[config.mk]
export PLATFORM = sky130hd
export DESIGN_NAME = calc_ctrl
export DESIGN_NICKNAME = d
export VERILOG_FILES = /design/src/rtl/calc_ctrl.sv
export SDC_FILE = /design/constraint.sdc
export NUM_CORES = 1
export LEC_CHECK = 0
export BUFFER_PORTS_ARGS = -buffer_cell sky130_fd_sc_hd__buf_2
export CAP_MARGIN = 10
export CORE_UTILIZATION = 58
export DETAILED_ROUTE_END_ITERATION = 10
export HOLD_SLACK_MARGIN = 0.05
export PLACE_DENSITY = 0.8
export SKIP_LAST_GASP = 1
export SYNTH_ARGS = -nofsm -noshare
export SYNTH_HDL_FRONTEND = slang
export SYNTH_SLANG_ARGS = --single-unit
[constraint.sdc]
create_clock -name clock_i -period 4.77 [get_ports clock_i]
set_input_delay 0.7155 -clock clock_i [delete_from_list [all_inputs] [get_ports clock_i]]
set_output_delay 0.7155 -clock clock_i [all_outputs]
set_load 0.01 [all_outputs]
[src/rtl/calc_ctrl.sv]
// rtl/calc_ctrl.sv - keypad calculator controller sequencing operand entry and an external ALU
//
// Ports:
//   clock_i        system clock, all state on rising edge
//   reset_i        synchronous active-high reset
//   cmd_i          keypad command: 0-9 digit, A add, B sub, C mul, D clear-entry, E equals, F clear-all
//   cmd_valid_i    command present; accepted when cmd_valid_i && cmd_ready_o
//   cmd_ready_o    low only while an ALU operation is in flight
//   alu_start_o    one-cycle ALU launch pulse
//   alu_op_o       00 add, 01 sub, 10 mul
//   alu_a_o        operand A (held until alu_done_i)
//   alu_b_o        operand B (held until alu_done_i)
//   alu_done_i     one-cycle result-valid pulse
//   alu_result_i   ALU result, valid with alu_done_i
//   alu_ovf_i      result out of display range, valid with alu_done_i
//   digits_o       value to display
//   status_o       00 ENTRY, 01 BUSY, 10 RESULT, 11 ERROR
//
// Optional feature: define CALC_CHAIN_EN so that an operator typed after B
// digits evaluates the pending operation and continues with the new operator.
module calc_ctrl (
  input  logic        clock_i,
  input  logic        reset_i,
  input  logic [3:0]  cmd_i,
  input  logic        cmd_valid_i,
  output logic        cmd_ready_o,
  output logic        alu_start_o,
  output logic [1:0]  alu_op_o,
  output logic [26:0] alu_a_o,
  output logic [26:0] alu_b_o,
  input  logic        alu_done_i,
  input  logic [26:0] alu_result_i,
  input  logic        alu_ovf_i,
  output logic [26:0] digits_o,
  output logic [1:0]  status_o
);

  typedef enum logic [2:0] {
    S_ENTER_A,
    S_ENTER_B,
    S_BUSY,
    S_RESULT,
    S_ERROR
  } state_t;

  // An entry at or above this value already has eight digits.
  localparam logic [26:0] ENTRY_LIMIT = 27'd10000000;

  state_t      state_q;
  logic [26:0] entry_q;
  logic [26:0] a_q;
  logic [26:0] digits_q;
  logic [1:0]  op_q;
  logic        b_has_q;
  logic        alu_start_q;
  logic [1:0]  alu_op_q;
  logic [26:0] alu_a_q;
  logic [26:0] alu_b_q;
  logic [5:0]  wd_q;
`ifdef CALC_CHAIN_EN
  logic        chain_q;
  logic [1:0]  next_op_q;
`endif

  logic        accept;
  logic        is_digit;
  logic        is_op;
  logic        is_ce;
  logic        is_eq;
  logic        is_ca;
  logic        entry_room;
  logic [26:0] entry_d;
  logic [26:0] digit_val;
  logic [1:0]  cmd_op;

  assign accept     = cmd_valid_i && cmd_ready_o;
  assign is_digit   = (cmd_i <= 4'd9);
  assign is_op      = (cmd_i == 4'hA) || (cmd_i == 4'hB) || (cmd_i == 4'hC);
  assign is_ce      = (cmd_i == 4'hD);
  assign is_eq      = (cmd_i == 4'hE);
  assign is_ca      = (cmd_i == 4'hF);
  assign entry_room = (entry_q < ENTRY_LIMIT);
  assign digit_val  = {23'd0, cmd_i};
  assign entry_d    = entry_q * 27'd10 + digit_val;
  // A->00, B->01, C->10 falls straight out of bits 2 and 0.
  assign cmd_op     = {cmd_i[2], cmd_i[0]};

  always_ff @(posedge clock_i) begin
    if (reset_i) begin
      state_q     <= S_ENTER_A;
      entry_q     <= '0;
      a_q         <= '0;
      digits_q    <= '0;
      op_q        <= '0;
      b_has_q     <= 1'b0;
      alu_start_q <= 1'b0;
      alu_op_q    <= '0;
      alu_a_q     <= '0;
      alu_b_q     <= '0;
      wd_q        <= '0;
`ifdef CALC_CHAIN_EN
      chain_q     <= 1'b0;
      next_op_q   <= '0;
`endif
    end else begin
      alu_start_q <= 1'b0;
      case (state_q)
        S_ENTER_A, S_ENTER_B: begin
          if (accept) begin
            if (is_digit) begin
              if (entry_room) begin
                entry_q  <= entry_d;
                digits_q <= entry_d;
                if (state_q == S_ENTER_B) b_has_q <= 1'b1;
              end
            end else if (is_op) begin
              if (state_q == S_ENTER_A) begin
                a_q     <= digits_q;
                op_q    <= cmd_op;
                entry_q <= '0;
                b_has_q <= 1'b0;
                state_q <= S_ENTER_B;
              end else if (!b_has_q) begin
                op_q <= cmd_op;
              end
`ifdef CALC_CHAIN_EN
              else begin
                alu_start_q <= 1'b1;
                alu_a_q     <= a_q;
                alu_b_q     <= entry_q;
                alu_op_q    <= op_q;
                wd_q        <= '0;
                chain_q     <= 1'b1;
                next_op_q   <= cmd_op;
                state_q     <= S_BUSY;
              end
`endif
            end else if (is_ce) begin
              entry_q  <= '0;
              digits_q <= '0;
            end else if (is_eq) begin
              if (state_q == S_ENTER_B && b_has_q) begin
                alu_start_q <= 1'b1;
                alu_a_q     <= a_q;
                alu_b_q     <= entry_q;
                alu_op_q    <= op_q;
                wd_q        <= '0;
`ifdef CALC_CHAIN_EN
                chain_q     <= 1'b0;
`endif
                state_q     <= S_BUSY;
              end
            end else begin
              a_q      <= '0;
              entry_q  <= '0;
              op_q     <= '0;
              digits_q <= '0;
              b_has_q  <= 1'b0;
              state_q  <= S_ENTER_A;
            end
          end
        end

        S_BUSY: begin
          wd_q <= wd_q + 6'd1;
          // The done pulse is only meaningful once the launch cycle is over.
          if (!alu_start_q && alu_done_i) begin
            if (alu_ovf_i) begin
              digits_q <= '0;
              state_q  <= S_ERROR;
            end
`ifdef CALC_CHAIN_EN
            else if (chain_q) begin
              a_q      <= alu_result_i;
              digits_q <= alu_result_i;
              entry_q  <= '0;
              b_has_q  <= 1'b0;
              op_q     <= next_op_q;
              chain_q  <= 1'b0;
              state_q  <= S_ENTER_B;
            end
`endif
            else begin
              digits_q <= alu_result_i;
              state_q  <= S_RESULT;
            end
          end else if (wd_q == 6'd63) begin
            digits_q <= '0;
            state_q  <= S_ERROR;
          end
        end

        S_RESULT: begin
          if (accept) begin
            if (is_digit) begin
              entry_q  <= digit_val;
              digits_q <= digit_val;
              state_q  <= S_ENTER_A;
            end else if (is_op) begin
              a_q     <= digits_q;
              op_q    <= cmd_op;
              entry_q <= '0;
              b_has_q <= 1'b0;
              state_q <= S_ENTER_B;
            end else if (is_ce) begin
              entry_q  <= '0;
              digits_q <= '0;
              state_q  <= S_ENTER_A;
            end else if (is_ca) begin
              a_q      <= '0;
              entry_q  <= '0;
              op_q     <= '0;
              digits_q <= '0;
              b_has_q  <= 1'b0;
              state_q  <= S_ENTER_A;
            end
          end
        end

        S_ERROR: begin
          if (accept && is_ca) begin
            a_q      <= '0;
            entry_q  <= '0;
            op_q     <= '0;
            digits_q <= '0;
            b_has_q  <= 1'b0;
            state_q  <= S_ENTER_A;
          end
        end

        default: state_q <= S_ENTER_A;
      endcase
    end
  end

  always_comb begin
    status_o    = 2'b00;
    cmd_ready_o = 1'b1;
    case (state_q)
      S_BUSY: begin
        status_o    = 2'b01;
        cmd_ready_o = 1'b0;
      end
      S_RESULT: status_o = 2'b10;
      S_ERROR:  status_o = 2'b11;
      default:  status_o = 2'b00;
    endcase
  end

  assign alu_start_o = alu_start_q;
  assign alu_op_o    = alu_op_q;
  assign alu_a_o     = alu_a_q;
  assign alu_b_o     = alu_b_q;
  assign digits_o    = digits_q;

endmodule
==> results.sh <==
export IMPL_outcome="finished clean"
export IMPL_worstSkewPairLatency_ns=0.44
export IMPL_drive_gt1_frac=0.1568
export IMPL_totalNegativeSetupSlack_ns=0
export IMPL_maxUsedRoutingLayer="met4"
export IMPL_via_count=8538
export IMPL_finalCritPeriodShare=0.8628
export IMPL_drv_max_cap_violation_count=0
export IMPL_grt_start_max_net_pins=66
export IMPL_final_setup_skew_ns=0.01784
export IMPL_cts_sinks=150
export IMPL_slowest_delay_ns=0.50
export IMPL_global_route_wire_length_before_repair_mm=38.52
export IMPL_leakage_uw=0.004017
export IMPL_async_flop_share=0
export IMPL_grtUsageTotal=0.3277
export IMPL_worstPathArrival_ns=4.49
export IMPL_vdd_ir_drop_worst_mv=0.2334
export IMPL_critical_path_endpoint_type="flip-flop"
export IMPL_critical_path_buf_inv_count=0
export IMPL_overflow=0
export IMPL_postLayoutSetupSlackWorst_ns=0.6542
export IMPL_clk_path_buf_depth=2
export IMPL_gpl_final_weighted_congestion=0.9321
export IMPL_timing_critical_path_max_delay_family="compound AO/OA/AOI/OAI gates"
export IMPL_post_cts_repair_setup_buffers=0
export IMPL_ios=123
export IMPL_min_from="a_q[24]"
export IMPL_post_drt_via_cell_ratio=6.187
export IMPL_synth_seq_area_share=0.3525
export IMPL_clk_pin_slew_ns=0.07
export IMPL_synth_commonest_cells="nand2_1, dfxtp_1, a21oi_1, nor2_1, clkbuf_1"
export IMPL_post_layout_minimum_cycle_time_ns=4.116
export IMPL_wl_per_cell_um=17.78
export IMPL_critical_path_startpoint="entry_q[1]"
export IMPL_synth_top_cell_by_area="dfxtp_1"
export IMPL_cpMostUsedCell="ha_1"
export IMPL_overall_die_width_um=123.2
export IMPL_synth_lib_cells_used_distinct=79
export IMPL_synth_seq_cells=150
export IMPL_synth_edf_count=0
export IMPL_dr_first_iter_drc_count=726
export IMPL_wl_met2_mm=11.22
export IMPL_portBuffers=122
export IMPL_clock_tree_from_tritoncts="yes"
export IMPL_grt_pass1_vias=7584
export IMPL_worstReg2RegStart="entry_q[1]"
export IMPL_synthesis_area_per_instance_um2=7.695
export IMPL_tightest_slew_ns=1.218
export IMPL_total_power_uw=2912
export IMPL_hp_class="flip-flop to flip-flop"
export IMPL_cts_inserted_buffers=17
export IMPL_synth_yosys_warnings=0
export IMPL_area_delta_synth_final_pct=14.17
export IMPL_dpl_worst_slack_ns=0.7383
export IMPL_drt_pre_antenna_iters=6
export IMPL_timing_critical_path_slowest_stage_cell="a2111oi_4"
export IMPL_cts_htree_levels=4
export IMPL_timing_final_max_slew_violations=0
export IMPL_power_density_nw_per_um2=299.4
export IMPL_final_hold_violation_count=0
export IMPL_setup_viol=0
export IMPL_netlist_instances=1107
export IMPL_required_ns=5.14
export IMPL_synth_area_leaders="dfxtp_1, nand2_1, a21oi_1, ha_1, nor2_1"
export IMPL_finish_net_count=1273
export IMPL_cts_hold_buffers_added=0
export IMPL_ys_flop_type="dfxtp_1"
export IMPL_fillerInstances=1212
export IMPL_crit_path_cell_trace="ha_1 > ha_1 > fa_1 > a21o_1 > a2111oi_0 > o21ai_1 > a2111oi_4 > and3_1 > o2111ai_1 > or4_4 > or3_1 > nand3_1"
export IMPL_fmax_mhz=243.0
export IMPL_path_max_fanout=5
export IMPL_post_synth_top_area_share=0.3525
export IMPL_cts_repair_resized=0
export IMPL_worst_setup_path_start_kind="flip-flop"
export IMPL_postRouteWirelength_mm=24.54
export IMPL_initial_core_util=0.6043
export IMPL_antenna_violating_nets_post_route=0
export IMPL_rows=43
export IMPL_grt_antenna_before_repair=1
export IMPL_drc=0
export IMPL_core_region_area_um2=14100
export IMPL_dpl_hpwl_mm=17.58
export IMPL_vertical_die_dimension_um=123.2
export IMPL_syn_area_um2=8518
export IMPL_worst_slew_margin_rel=0.1879
export IMPL_unrepaired_setup_endpoints_after_global_routing="false"
export IMPL_worst_setup_path_type="flip-flop to flip-flop"
export IMPL_post_synth_top_count_cell="nand2_1"
export IMPL_met3RoutedLength_mm=1.994
export IMPL_clock_root_buffer="clkbuf_16"
export IMPL_m1WireLength_mm=10.60
export IMPL_synth_net_count=1194
export IMPL_total_die_area_um2=15170
-- state kept, by name, summed over array words and instances (netlist names) --
name         flops
a_q             27
alu_a_o         27
alu_b_o         27
alu_op_o         2
alu_start_o      1
b_has_q          1
digits_o        27
entry_q         27
op_q             2
state_q          3
wd_q             6
-- area by class of cell --
type,instances,area (um^2),area share
tap,180,225.2,0.02316
inverter,13,48.80,0.005017
sequential,150,3003,0.3088
clock buffer,17,425.4,0.04374
clock inverter,15,156.4,0.01608
timing repair buffer,131,680.7,0.06999
multi-input combinational,873,5184,0.5330
antenna,1,2.502,0.0002573
-- final timing paths --
kind / end / slack, ns / cells past startpoint
max: entry_q[26] / 0.65 / 12
min: a_q[24] / 0.45 / 2
max reg2reg: entry_q[26] / 0.65 / 12
min reg2reg: a_q[24] / 0.45 / 2
-- stage by stage --
step / std cells / area [um^2] / utilization / hold WS, ns
global route: 1379 / 9723 / 0.6898 / 0.4587
global placement: 1347 / 9141 / 0.6485 / 0.4378
detailed placement: 1347 / 9141 / 0.6485 / 0.4421
floorplan: 1107 / 8518 / - / 0.4321
finish: 1380 / 9726 / 0.6900 / 0.4501
CTS: 1379 / 9723 / 0.6898 / 0.4507
-- cell usage in the layout (no fill, tap or decap), types with 7 or more instances in the layout --
cell,synthesis,final
nand2b_1,7,7
clkbuf_16,0,17
nand2_1,218,218
mux2i_1,7,7
inv_1,12,12
ha_1,49,49
buf_4,1,10
and3_1,9,9
a32oi_1,7,7
nand4_1,17,17
a211oi_1,16,16
a22oi_1,21,21
xnor2_1,19,19
buf_2,3,121
o21ai_0,41,41
nor4_1,11,11
nor3_1,17,17
nand3_1,53,53
dfxtp_1,150,150
a21o_1,12,12
a21oi_1,132,132
o2111ai_1,7,7
xor2_1,16,16
a31oi_1,15,15
nor2_1,88,86
and2_1,7,7
-- layer usage --
layer | vias to the layer above | global-route usage
met4 | 0 | 0.1431
li1 | 4151 | -
met5 | - | 0
met1 | 3945 | 0.4250
met3 | 61 | 0.06227
met2 | 381 | 0.5293
-- power breakdown --
group	internal (uW)	switching [uW]	total, uW
sequential	1280	32.7	1310
clock	696	626	1320
combinational	94.2	181	276
-- logic make-up after synthesis --
group                      synth area share
xor gates and xnor gates            0.03599
and+or+nand+nor                      0.2544
muxes                              0.009548
DFF                                  0.3525
adders and majority gates           0.07667
AOI/OAI and AO/OA                    0.2312
buffers and inverters               0.03966
-- worst register-to-register path, cell delays in order, from the launching register on --
cell and delay [ns]:
dfxtp_1 0.43, ha_1 0.27, ha_1 0.24, fa_1 0.45
a21o_1 0.23, a2111oi_0 0.42, o21ai_1 0.20, a2111oi_4 0.50
and3_1 0.32, o2111ai_1 0.14, or4_4 0.47, or3_1 0.32
nand3_1 0.08
Note: power is estimated with default switching activity, not from simulation.
